**src/rtl/alu_muldiv_unit.sv**
```systemverilog
// alu_muldiv_unit: integer execute unit for RV base ALU ops plus the M-extension.
// Base ops, multiplies and the divide corner cases answer one cycle after accept.
// Regular divides and remainders use a restoring divider that retires one quotient bit per cycle.
// Results are returned over a valid/ready handshake.
// Optional feature macro: RV_MUL_EN adds MUL/MULH/MULHSU/MULHU. Without it these encodings are illegal.
// XLEN is expected to be 32 or 64.
module alu_muldiv_unit #(
    parameter int XLEN    = 32,
    parameter int SHAMT_W = $clog2(XLEN)
) (
    input  logic            clk,
    input  logic            rst_n,
    input  logic            flush,
    input  logic            in_valid,
    output logic            in_ready,
    input  logic [6:0]      opcode,
    input  logic [2:0]      funct3,
    input  logic [6:0]      funct7,
    input  logic [XLEN-1:0] op_a,
    input  logic [XLEN-1:0] op_b,
    output logic            out_valid,
    input  logic            out_ready,
    output logic [XLEN-1:0] result,
    output logic            illegal,
    output logic            busy
);

    localparam int CNT_W = $clog2(XLEN);

    localparam logic [6:0] OPC_OP     = 7'b0110011;
    localparam logic [6:0] OPC_OP_IMM = 7'b0010011;
    localparam logic [6:0] F7_ZERO    = 7'b0000000;
    localparam logic [6:0] F7_ALT     = 7'b0100000;
    localparam logic [6:0] F7_MULDIV  = 7'b0000001;

    localparam logic [XLEN-1:0] INT_MIN = {1'b1, {(XLEN-1){1'b0}}};

    typedef enum logic [1:0] {
        IDLE,
        DIV,
        RESP
    } state_t;

    state_t state, state_n;

    logic            accept;
    logic            is_op;
    logic            is_imm;
    logic [XLEN-1:0] dec_result;
    logic            dec_illegal;
    logic            dec_div;
    logic [SHAMT_W-1:0] shamt;

    logic [XLEN-1:0] result_q;
    logic            illegal_q;

    // Divider state: quotient register starts as the dividend magnitude and shifts bits out.
    logic [XLEN-1:0] div_quo_q;
    logic [XLEN-1:0] div_rem_q;
    logic [XLEN-1:0] div_dsr_q;
    logic [CNT_W-1:0] div_cnt_q;
    logic            div_neg_q;
    logic            div_neg_r;
    logic            div_is_rem;

    logic            div_signed;
    logic [XLEN-1:0] div_abs_a;
    logic [XLEN-1:0] div_abs_b;
    logic [XLEN:0]   div_shifted;
    logic [XLEN:0]   div_diff;
    logic            div_sub_ok;
    logic [XLEN-1:0] div_quo_next;
    logic [XLEN-1:0] div_rem_next;
    logic [XLEN-1:0] div_final;
    logic            div_last;

`ifdef RV_MUL_EN
    // Operands are extended to 2*XLEN, so the low 2*XLEN bits of each product are exact.
    logic [2*XLEN-1:0] mul_a_s;
    logic [2*XLEN-1:0] mul_a_u;
    logic [2*XLEN-1:0] mul_b_s;
    logic [2*XLEN-1:0] mul_b_u;
    logic [2*XLEN-1:0] prod_ss;
    logic [2*XLEN-1:0] prod_su;
    logic [2*XLEN-1:0] prod_uu;

    assign mul_a_s = {{XLEN{op_a[XLEN-1]}}, op_a};
    assign mul_a_u = {{XLEN{1'b0}}, op_a};
    assign mul_b_s = {{XLEN{op_b[XLEN-1]}}, op_b};
    assign mul_b_u = {{XLEN{1'b0}}, op_b};
    assign prod_ss = mul_a_s * mul_b_s;
    assign prod_su = mul_a_s * mul_b_u;
    assign prod_uu = mul_a_u * mul_b_u;
`endif

    assign is_op     = (opcode == OPC_OP);
    assign is_imm    = (opcode == OPC_OP_IMM);
    assign shamt     = op_b[SHAMT_W-1:0];
    assign in_ready  = !flush && ((state == IDLE) || ((state == RESP) && out_ready));
    assign accept    = in_valid && in_ready;
    assign out_valid = (state == RESP);
    assign busy      = (state == DIV);
    assign result    = result_q;
    assign illegal   = illegal_q;

    // Decode the request and compute every single-cycle result. Illegal requests leave the result at zero.
    always_comb begin
        dec_result  = '0;
        dec_illegal = 1'b0;
        dec_div     = 1'b0;
        if (!is_op && !is_imm) begin
            dec_illegal = 1'b1;
        end else if (is_op && (funct7 == F7_MULDIV)) begin
            if (funct3[2]) begin
                if (op_b == '0) begin
                    dec_result = funct3[1] ? op_a : '1;
                end else if (!funct3[0] && (op_a == INT_MIN) && (op_b == '1)) begin
                    dec_result = funct3[1] ? '0 : op_a;
                end else begin
                    dec_div = 1'b1;
                end
            end else begin
`ifdef RV_MUL_EN
                case (funct3[1:0])
                    2'b00:   dec_result = prod_ss[XLEN-1:0];
                    2'b01:   dec_result = prod_ss[2*XLEN-1:XLEN];
                    2'b10:   dec_result = prod_su[2*XLEN-1:XLEN];
                    default: dec_result = prod_uu[2*XLEN-1:XLEN];
                endcase
`else
                dec_illegal = 1'b1;
`endif
            end
        end else begin
            case (funct3)
                3'b000: begin
                    if (is_op && (funct7 == F7_ALT)) begin
                        dec_result = op_a - op_b;
                    end else if (is_op && (funct7 != F7_ZERO)) begin
                        dec_illegal = 1'b1;
                    end else begin
                        dec_result = op_a + op_b;
                    end
                end
                3'b001: begin
                    if ((funct7 == F7_ZERO) || (is_imm && (funct7 == F7_ALT))) begin
                        dec_result = op_a << shamt;
                    end else begin
                        dec_illegal = 1'b1;
                    end
                end
                3'b101: begin
                    if (funct7 == F7_ZERO) begin
                        dec_result = op_a >> shamt;
                    end else if (funct7 == F7_ALT) begin
                        dec_result = $unsigned($signed(op_a) >>> shamt);
                    end else begin
                        dec_illegal = 1'b1;
                    end
                end
                default: begin
                    if (is_op && (funct7 != F7_ZERO)) begin
                        dec_illegal = 1'b1;
                    end else begin
                        case (funct3)
                            3'b010:  dec_result = ($signed(op_a) < $signed(op_b)) ? XLEN'(1) : '0;
                            3'b011:  dec_result = (op_a < op_b) ? XLEN'(1) : '0;
                            3'b100:  dec_result = op_a ^ op_b;
                            3'b110:  dec_result = op_a | op_b;
                            default: dec_result = op_a & op_b;
                        endcase
                    end
                end
            endcase
        end
    end

    // Divider operand magnitudes plus one restoring step: shift in the next dividend bit, subtract if it fits.
    always_comb begin
        div_signed   = !funct3[0];
        div_abs_a    = (div_signed && op_a[XLEN-1]) ? -op_a : op_a;
        div_abs_b    = (div_signed && op_b[XLEN-1]) ? -op_b : op_b;
        div_shifted  = {div_rem_q, div_quo_q[XLEN-1]};
        div_diff     = div_shifted - {1'b0, div_dsr_q};
        div_sub_ok   = !div_diff[XLEN];
        div_rem_next = div_sub_ok ? div_diff[XLEN-1:0] : div_shifted[XLEN-1:0];
        div_quo_next = {div_quo_q[XLEN-2:0], div_sub_ok};
        div_last     = (div_cnt_q == CNT_W'(XLEN-1));
        if (div_is_rem) begin
            div_final = div_neg_r ? -div_rem_next : div_rem_next;
        end else begin
            div_final = div_neg_q ? -div_quo_next : div_quo_next;
        end
    end

    // State register.
    always_ff @(posedge clk or negedge rst_n) begin
        if (!rst_n) begin
            state <= IDLE;
        end else begin
            state <= state_n;
        end
    end

    // Next-state logic. Flush overrides everything; RESP can hand straight over to a new request.
    always_comb begin
        state_n = state;
        case (state)
            IDLE: begin
                if (accept) begin
                    state_n = dec_div ? DIV : RESP;
                end
            end
            DIV: begin
                if (div_last) begin
                    state_n = RESP;
                end
            end
            RESP: begin
                if (accept) begin
                    state_n = dec_div ? DIV : RESP;
                end else if (out_ready) begin
                    state_n = IDLE;
                end
            end
            default: state_n = IDLE;
        endcase
        if (flush) begin
            state_n = IDLE;
        end
    end

    // Result register and divider datapath. Load on accept, then iterate once per DIV cycle.
    always_ff @(posedge clk or negedge rst_n) begin
        if (!rst_n) begin
            result_q   <= '0;
            illegal_q  <= 1'b0;
            div_quo_q  <= '0;
            div_rem_q  <= '0;
            div_dsr_q  <= '0;
            div_cnt_q  <= '0;
            div_neg_q  <= 1'b0;
            div_neg_r  <= 1'b0;
            div_is_rem <= 1'b0;
        end else if (accept) begin
            illegal_q <= dec_illegal;
            if (dec_div) begin
                div_quo_q  <= div_abs_a;
                div_rem_q  <= '0;
                div_dsr_q  <= div_abs_b;
                div_cnt_q  <= '0;
                div_neg_q  <= div_signed && (op_a[XLEN-1] ^ op_b[XLEN-1]);
                div_neg_r  <= div_signed && op_a[XLEN-1];
                div_is_rem <= funct3[1];
            end else begin
                result_q <= dec_result;
            end
        end else if ((state == DIV) && !flush) begin
            div_quo_q <= div_quo_next;
            div_rem_q <= div_rem_next;
            div_cnt_q <= div_cnt_q + CNT_W'(1);
            if (div_last) begin
                result_q <= div_final;
            end
        end
    end

endmodule

```
**config.mk**
```make
export PLATFORM = sky130hd
export DESIGN_NAME = alu_muldiv_unit
export DESIGN_NICKNAME = d
export VERILOG_FILES = /design/src/rtl/alu_muldiv_unit.sv
export SDC_FILE = /design/constraint.sdc
export NUM_CORES = 1
export LEC_CHECK = 0
export ABC_CLOCK_PERIOD_IN_PS = 5100
export BUFFER_PORTS_ARGS = -buffer_cell sky130_fd_sc_hd__buf_2
export CORE_MARGIN = 2
export CORE_UTILIZATION = 25
export DETAILED_ROUTE_END_ITERATION = 8
export PLACE_DENSITY = 0.45
export SYNTH_ARGS = -nofsm -noshare
export SYNTH_HDL_FRONTEND = slang
export SYNTH_SLANG_ARGS = --single-unit
```
**constraint.sdc**
```tcl
create_clock -name clk -period 5.1 [get_ports clk]
set_input_delay 1.53 -clock clk [delete_from_list [all_inputs] [get_ports clk]]
set_output_delay 1.53 -clock clk [all_outputs]
set_load 0.005 [all_outputs]
```
# After elaboration in Yosys (flattened, before gate mapping)
# Index checks and enable logic that the tools add are counted.
[word_totals]
elab_cells = 136
in_bits = 86
regBits = 139
output_inout_bits = 36
[classes]
n_shift = 3
n_mux = 57
n_lt_le_gt_ge = 2
n_eq_ne = 20
add_sub_neg = 8
bitwise_logic = 4
reduce_logical = 32
[op_table]
columns = ["operator", "count"]
rows = [
  ["$mux W32", 29],
  ["$neg A32 Y32", 4],
  ["$pmux W32 S4", 1],
  ["$pmux W32 S3", 1],
  ["$eq A32 B32 Y1 const B", 2],
  ["$lt A32 B32 Y1", 2],
  ["$sub A33 B32 Y33", 1],
  ["$add A32 B32 Y32", 1],
  ["$and A32 B32 Y32", 1],
  ["$logic_not A32 Y1", 1],
  ["$or A32 B32 Y32", 1],
  ["$shl A32 B5 Y32", 1],
  ["$shr A32 B5 Y32", 1],
  ["$sshr A32 B5 Y32", 1],
  ["$sub A32 B32 Y32", 1],
  ["$xor A32 B32 Y32", 1],
  ["$mux W1", 15],
  ["$mux W5", 3],
  ["$eq A7 B6 Y1 const B", 2],
  ["$logic_and A1 B1 Y1", 14],
  ["$mux W2", 6],
  ["$eq A3 B3 Y1 const B", 3],
  ["$eq A7 B1 Y1 const B", 1],
  ["$eq A7 B5 Y1 const B", 1],
  ["other kinds (23)", 32],
]

# Logic depth before layout (Yosys ltp)
# Gate-level depths: netlist of the first run.
[depth]
ltp_word = 12
depth_mapped = 23
ltp_nobuf = 20

# Worst setup path after synthesis of the first run
# OpenSTA, ideal clock, no wires.
[synth_path]
path_type = "input-to-reg"
from = "in op_b[2]"
to = "reg result_q[22] (netlist: result[22])"
setup_time_ps = 140
arrival_time_ps = 5585
path_buffers = 5
path_stages = 19
path_slack_ps = -625
required_ps = 4960
cell_sequence = "clkbuf_1 inv_1 clkbuf_1 buf_1 clkbuf_1 ha_1 clkbuf_1 a21o_1 a21oi_1 o211a_1 or2_2 o21ai_1 a31oi_1 o21bai_1 a211oi_1 a211oi_1 a31oi_1 a2111oi_0 a211oi_1"
[synth_via]
elab_chain_len = 9
elab_cells_between_ends = 28
classes_between = "2 x add/sub; 2 x eq/ne; 3 x shift; 18 x mux; 3 x reduce/logical"
[synth_rtl]
columns = ["element", "line", "source"]
rows = [
  ["start: declaration", "20", "input logic [XLEN-1:0] op_b,"],
  ["branches (longest 9 deep; another with $add A32 B32 Y32)", "-", ""],
  ["end signal: assignment", "256", "result_q <= dec_result;"],
  ["end signal: assignment", "263", "result_q <= div_final;"],
  ["end: declaration", "54", "logic [XLEN-1:0] result_q;"],
]
# Several ways; the timed one is not identified. The select of a mux whose other input is x is not followed.
# A chain may end at the register's enable or synchronous reset.

# Final worst setup path of the first run
[layout_path]
from = "in op_b[1]"
to = "reg result_q[13] (netlist: result[13])"
# Same word-level chain as after synthesis.

==> impl_metrics.env, run 1 <==
export IMPL_fp_coreArea_um2=82200
export IMPL_power_switching_mw=1.61
export IMPL_clk_latency_ns=0.44
export IMPL_r2r_start="div_quo_q[31]"
export IMPL_dp_cells=4198
export IMPL_crit_type="in2reg"
export IMPL_p_per_area_nw_per_um2=160
export IMPL_path_clk_slew_ns=0.06
export IMPL_cp_max_fo=4
export IMPL_synth_xor_area_frac=0.0661
export IMPL_synth_area_leaders="dfrtp_1, o21ai_0, ha_1"
export IMPL_yosysWarnings=0
export IMPL_worstPathRequired_ns=5.42
export IMPL_crit_arrival_ns=5.18
export IMPL_hp_start="div_dsr_q[29]"
export IMPL_path_cells="buf_4, inv_1, ha_1, o21ba_2, or4_1, and3_1, buf_4, o221a_2, o21ai_0, buf_4, o21ai_0, o211ai_1, nand3_1, o2111ai_1, o21ai_0, a221o_1"
export IMPL_synth_area_um2=20800
export IMPL_clock_sinks=139
export IMPL_grt_antenna_before_repair=7
export IMPL_grt_util_all_layers=0.270
export IMPL_final_layout_size_suffix_gt1_frac=0.192
export IMPL_finClkSkew_ns=0.0118
export IMPL_num_vias=24600
export IMPL_cp_start_kind="input pin"
export IMPL_cts_made_buffers=17
export IMPL_drt_first_pass_iters=6
export IMPL_whs_path_depth=2
export IMPL_rows=105
export IMPL_post_route_period_util=0.954
export IMPL_finalNonFillerCells=4231
export IMPL_start_util=0.253
export IMPL_maxCapViolCount=0
export IMPL_clockBufferDepth=2
export IMPL_drv_slew=0
export IMPL_fmaxAchievable_mhz=205
export IMPL_vias_per_cell=5.82
export IMPL_p_leak_nw=10.8
export IMPL_grt_max_degree=87
export IMPL_hold_violations=0
export IMPL_yosys_mux_area_fraction=0.0948
export IMPL_synth_edf_count=0
export IMPL_wl_per_cell_um=28.0
export IMPL_synthFlopType="dfrtp_1"
export IMPL_synth_top_family_by_area="compound AO/OA/AOI/OAI gates"
export IMPL_finalSetupViolCount=0
export IMPL_nets=3372
export IMPL_combPwrFrac=0.407
export IMPL_clockRootBuffer="clkbuf_16"
export IMPL_status="complete, no violations"
export IMPL_slowest_stage="or4_1"
export IMPL_stdcell_area_um2=25100
export IMPL_max_slew_margin=0.321
export IMPL_critPathCaptureType="flop"
export IMPL_syn_mean_instance_area_um2=7.20
export IMPL_route_detailed_drc=0
export IMPL_synth_common_cells="o21ai_0, nor2_1, nand2_1"
export IMPL_io_pins=122
export IMPL_cp_num_cells=16
export IMPL_port_buffers=121
export IMPL_clkPwrFrac=0.310
export IMPL_synth_simple_area_share=0.212
export IMPL_synthAdderAreaFrac=0.0846
export IMPL_ant_nets=0
export IMPL_grt_ovfl_total=0
export IMPL_gp_congestion=1.02
export IMPL_ys_seq_area_frac=0.167
export IMPL_drt_wl_total_mm=118
export IMPL_worst_pin_slew_ns=1.02
export IMPL_yosysTopAreaCellShare=0.167
export IMPL_vdd_drop_max_mv=0.245
export IMPL_drt_iter0_drc=2921
export IMPL_async_reset_ff_frac=1.00
export IMPL_cpPeakStageDelay_ns=0.45
export IMPL_fp_dieW_um=293
export IMPL_synth_fp_nets=3114
export IMPL_yosysTopAreaCell="dfrtp_1"
export IMPL_nFillCells=9099
export IMPL_totalPowerFinal_mw=4.02
export IMPL_crit_start="op_b[1]"
export IMPL_grt_pass1_wl_mm=170
export IMPL_postPlaceCellArea_um2=24500
export IMPL_internal_power_mw=2.41
export IMPL_path_buf_inv=4
export IMPL_cts_tree="done"
export IMPL_grt_pass1_vias=23200
export IMPL_hold_class="reg2reg"
export IMPL_yosysMostFrequentCell="o21ai_0"
export IMPL_cts_htree_levels=4
export IMPL_syn_inst=2889
export IMPL_ff2ff_path_depth=20
export IMPL_dieArea_um2=85600
export IMPL_finalCriticalPeriod_ns=4.87
export IMPL_synth_compound_area_frac=0.308
export IMPL_ys_ff_latch=139
export IMPL_syn2layout_area_growth_pct=20.6
export IMPL_pwr_share_seq=0.283
export IMPL_synth_cell_types=100
export IMPL_place_hpwl_mm=96.0
export IMPL_switching_share=0.400
export IMPL_dieHeight_um=293
export IMPL_crit_family="compound AO/OA/AOI/OAI gates"
export IMPL_grt_setup_unrepaired="no"
-- flip-flops by register name, summed over array words and instances, names as in the netlist --
register    count
div_quo_q      32
div_neg_r       1
illegal         1
result         32
state           2
div_rem_q      32
div_dsr_q      32
div_neg_q       1
div_cnt_q       5
div_is_rem      1
-- layer usage --
metal	wire length (um)	GRT usage	share of wire
met5	27	0	0.00023
met4	6150	0.126	0.052
met3	10500	0.0498	0.089
met2	50500	0.406	0.43
met1	51300	0.371	0.43
-- cells in the final DEF, fill, tap and decap left out, types with 14 or more instances in the layout --
cell	Yosys	final
a211oi_1	32	31
a21o_1	32	32
a21oi_1	213	212
a22oi_1	58	58
a31oi_1	40	40
and3_1	16	16
buf_2	22	118
buf_4	3	327
clkbuf_16	0	17
dfrtp_1	139	139
ha_1	136	136
inv_1	144	143
mux2i_1	73	73
mux4_2	51	51
nand2_1	293	293
nand2b_1	20	19
nand3_1	86	86
nand4_1	25	25
nor2_1	308	305
nor2b_1	16	15
nor3_1	61	60
nor4_1	26	26
o211ai_1	46	46
o21a_1	14	14
o21ai_0	345	345
o21bai_1	14	14
o31ai_1	31	31
o41ai_1	16	16
or3_1	30	30
or4_1	15	15
xnor2_1	119	119
xor2_1	38	38
-- logic make-up after synthesis --
logic type	after synthesis
flops	139
xor+xnor	157
compound gates	1007
buf+inv	361
fa+ha+maj	139
simple gates	954
mux	132
-- path summary, 6_finish.rpt --
path	slack [ns]	endpoint
max	0.23	result[13]
min	0.48	div_dsr_q[29]
max reg2reg	0.33	result[28]
min reg2reg	0.48	div_dsr_q[29]
max in group asynchronous	2.98	div_neg_r
min in group asynchronous	1.14	div_cnt_q[3]
-- what timing repair did --
item,4_1_cts,5_1_grt
endpoints found under the hold margin,0,0
hold buffers,0,0
gates resized for setup,0,4
setup buffers,0,0
setup endpoints to repair,0,8
-- stage by stage --
step                TNS [ns]  setup slack, ns  hold slack (ns)  utilization
CTS                        0            0.111            0.485        0.305
global placement      -0.549           -0.134            0.461        0.298
detailed placement    -0.581           -0.164            0.470        0.298
global route               0           0.0494            0.504        0.305
floorplan                  0           0.0191            0.450            -
finish                     0            0.234            0.477        0.305
-- worst register-to-register path: cells and delay by family, from the launching register on --
kind / cells / cell delay [ns]
compound gates: 9 / 2.21
xor+xnor: 1 / 0.18
fa+ha+maj: 3 / 0.96
buf+inv: 3 / 0.37
flops: 1 / 0.36
simple gates: 4 / 0.54
-- cell type report --
| cell class | count | area [um^2] | area share |
|---|---|---|---|
| multi-input combinational | 2389 | 16000 | 0.637 |
| tap | 1070 | 1340 | 0.0533 |
| clock inverter | 12 | 113 | 0.00448 |
| clock buffer | 20 | 457 | 0.0182 |
| antenna | 1 | 2.50 | 0.0000997 |
| timing repair buffer | 452 | 3180 | 0.127 |
| inverter | 148 | 556 | 0.0221 |
| sequential | 139 | 3480 | 0.139 |
-- power groups by stage --
stage               Combinational, mW  Clock, mW  Sequential, mW
floorplan                       0.804          0            1.15
global placement                 1.60          0            1.16
detailed placement               1.58          0            1.16
CTS                              1.59       1.26            1.14
global route                     1.73       1.31            1.14
finish                           1.64       1.25            1.14
(Power assumes the default switching activity.)
==> run 2, diff against run 1 <==
CTS_BUF_LIST = sky130_fd_sc_hd__clkbuf_8   (was not set)
==> run 2 against run 1 <==
  * First-iteration DRC count is 6.1% lower
  * Routed wire length is essentially flat
  * Worst setup slack better by 0.026 ns
  * Final cell count about the same
  * Count of clock-buffer cells in the layout down 1
  * Non-clock buffer count did not move
  * Combinational power about the same
  * Fmax is 0.54% higher
  * Critical path type unchanged
==> impl_metrics.env, run 2 (synthesized netlist as in run 1, its figures left out) <==
export IMPL_internal_power_mw=2.12
export IMPL_start_util=0.253
export IMPL_drt_first_pass_iters=6
export IMPL_m1WireLength_mm=51.8
export IMPL_dieArea_um2=85600
export IMPL_critPathCaptureType="flop"
export IMPL_crit_arrival_ns=5.18
export IMPL_gp_congestion=1.02
export IMPL_finClkSkew_ns=0.0188
export IMPL_cp_max_fo=5
export IMPL_pre_cts_ws_ns=-0.164
export IMPL_max_slew_margin=0.318
export IMPL_clockBufferDepth=2
export IMPL_post_cts_setup_buffer_count=0
export IMPL_final_common_cell="o21ai_0"
export IMPL_p_per_area_nw_per_um2=148
export IMPL_clk_latency_ns=0.48
export IMPL_layout_common_cells="o21ai_0, buf_4, nor2_1, nand2_1, a21oi_1"
export IMPL_finalSetupViolCount=0
export IMPL_fp_dieW_um=293
export IMPL_status="complete, no violations"
export IMPL_grt_setup_unrepaired="no"
export IMPL_finalCriticalPeriod_ns=4.84
export IMPL_slowest_stage="or4_1"
export IMPL_postCtsHoldBufs=0
export IMPL_wl_met2_mm=50.2
export IMPL_clkPwrFrac=0.247
export IMPL_path_buf_inv=3
export IMPL_nFillCells=9114
export IMPL_drt_iter0_drc=2742
export IMPL_grt_pass1_vias=23200
export IMPL_cpPeakStageDelay_ns=0.45
export IMPL_hold_violations=0
export IMPL_clockRootBuffer="clkbuf_8"
export IMPL_grt_util_all_layers=0.270
export IMPL_io_pins=122
export IMPL_hold_class="reg2reg"
export IMPL_worst_pin_slew_ns=1.02
export IMPL_port_buffers=121
export IMPL_crit_family="compound AO/OA/AOI/OAI gates"
export IMPL_clock_sinks=139
export IMPL_vdd_drop_max_mv=0.157
export IMPL_cp_start_kind="input pin"
export IMPL_route_detailed_drc=0
export IMPL_crit_type="in2reg"
export IMPL_grt_antenna_before_repair=8
export IMPL_worstPathRequired_ns=5.44
export IMPL_grt_pass1_wl_mm=170
export IMPL_detailroute_wirelength_met3_mm=10.0
export IMPL_cts_tree="done"
export IMPL_syn2layout_area_growth_pct=19.7
export IMPL_maxCapViolCount=0
export IMPL_post_route_period_util=0.949
export IMPL_drv_slew=0
export IMPL_combPwrFrac=0.444
export IMPL_fmaxAchievable_mhz=207
export IMPL_path_clk_slew_ns=0.08
export IMPL_cts_made_buffers=17
export IMPL_grt_max_degree=87
export IMPL_num_vias=24600
export IMPL_path_cells="buf_4, inv_1, ha_1, o21ba_2, or4_1, and3_1, nor3b_1, buf_4, o22ai_1, o311ai_1, a21oi_1, o21ai_0, o21ai_0, xor2_1, a22oi_1, o31ai_2"
export IMPL_grt_ovfl_total=0
export IMPL_dieHeight_um=293
export IMPL_ant_nets=0
export IMPL_vias_per_cell=5.80
export IMPL_switching_share=0.424
export IMPL_fp_coreArea_um2=82200
export IMPL_power_switching_mw=1.56
export IMPL_pwr_share_seq=0.309
export IMPL_p_leak_nw=10.7
export IMPL_wl_per_cell_um=28.0
export IMPL_final_layout_size_suffix_gt1_frac=0.192
export IMPL_dp_cells=4198
export IMPL_finalNonFillerCells=4233
export IMPL_routed_top_layer="met5"
export IMPL_worst_slack_ns=0.260
export IMPL_nets=3372
export IMPL_drt_wl_total_mm=118
export IMPL_rows=105
export IMPL_post_cts_resized=0
export IMPL_cts_htree_levels=4
export IMPL_place_hpwl_mm=96.0
run 2: final timing paths:
path | from | to | slack (ns) | cells after the start
max | op_b[1] | result[31] | 0.26 | 16
min | div_dsr_q[29] | div_dsr_q[29] | 0.48 | 2
max reg2reg | div_quo_q[31] | result[26] | 0.30 | 20
min reg2reg | div_dsr_q[29] | div_dsr_q[29] | 0.48 | 2
max in group asynchronous | rst_n | div_neg_r | 3.03 | 2
min in group asynchronous | rst_n | div_cnt_q[3] | 1.09 | 1
run 2: area by class of cell:
class | count | area (um^2) | area share
multi-input cells | 2389 | 16000 | 0.641
flip-flops and latches | 139 | 3480 | 0.140
repair buffers | 452 | 3180 | 0.127
well taps | 1070 | 1340 | 0.0537
inverters | 148 | 556 | 0.0223
clock buffers | 19 | 262 | 0.0105
clock inverters | 13 | 116 | 0.00467
diodes | 3 | 7.51 | 0.000301
run 2: tightest hold or removal path: stages, from the launching register on:
cell and delay, ns:
dfrtp_1 0.35, nand2_1 0.05, o21ai_0 0.06
run 2: layer usage:
| metal | vias up | global-route usage |
|---|---|---|
| met4 | 6 | 0.127 |
| li1 | 11100 | - |
| met5 | - | 0 |
| met1 | 12000 | 0.370 |
| met3 | 210 | 0.0532 |
| met2 | 1240 | 0.404 |
run 2: power groups by stage:
stage	clock [mW]	sequential, mW	combinational (mW)
final	0.911	1.14	1.64
after CTS	0.932	1.14	1.59
after detailed placement	0	1.16	1.58
after global routing	0.973	1.14	1.73
after floorplan	0	1.15	0.804
after global placement	0	1.16	1.60
run 2: through the flow:
| step | util | TNS [ns] | power [mW] | hold WS (ns) | area [um^2] |
|---|---|---|---|---|---|
| global route | 0.303 | 0 | 3.84 | 0.510 | 24900 |
| global placement | 0.298 | -0.549 | 2.76 | 0.461 | 24500 |
| finish | 0.303 | 0 | 3.68 | 0.482 | 24900 |
| CTS | 0.303 | 0 | 3.65 | 0.491 | 24900 |
| floorplan | - | 0 | 1.95 | 0.450 | 20800 |
| detailed placement | 0.298 | -0.581 | 2.74 | 0.470 | 24500 |
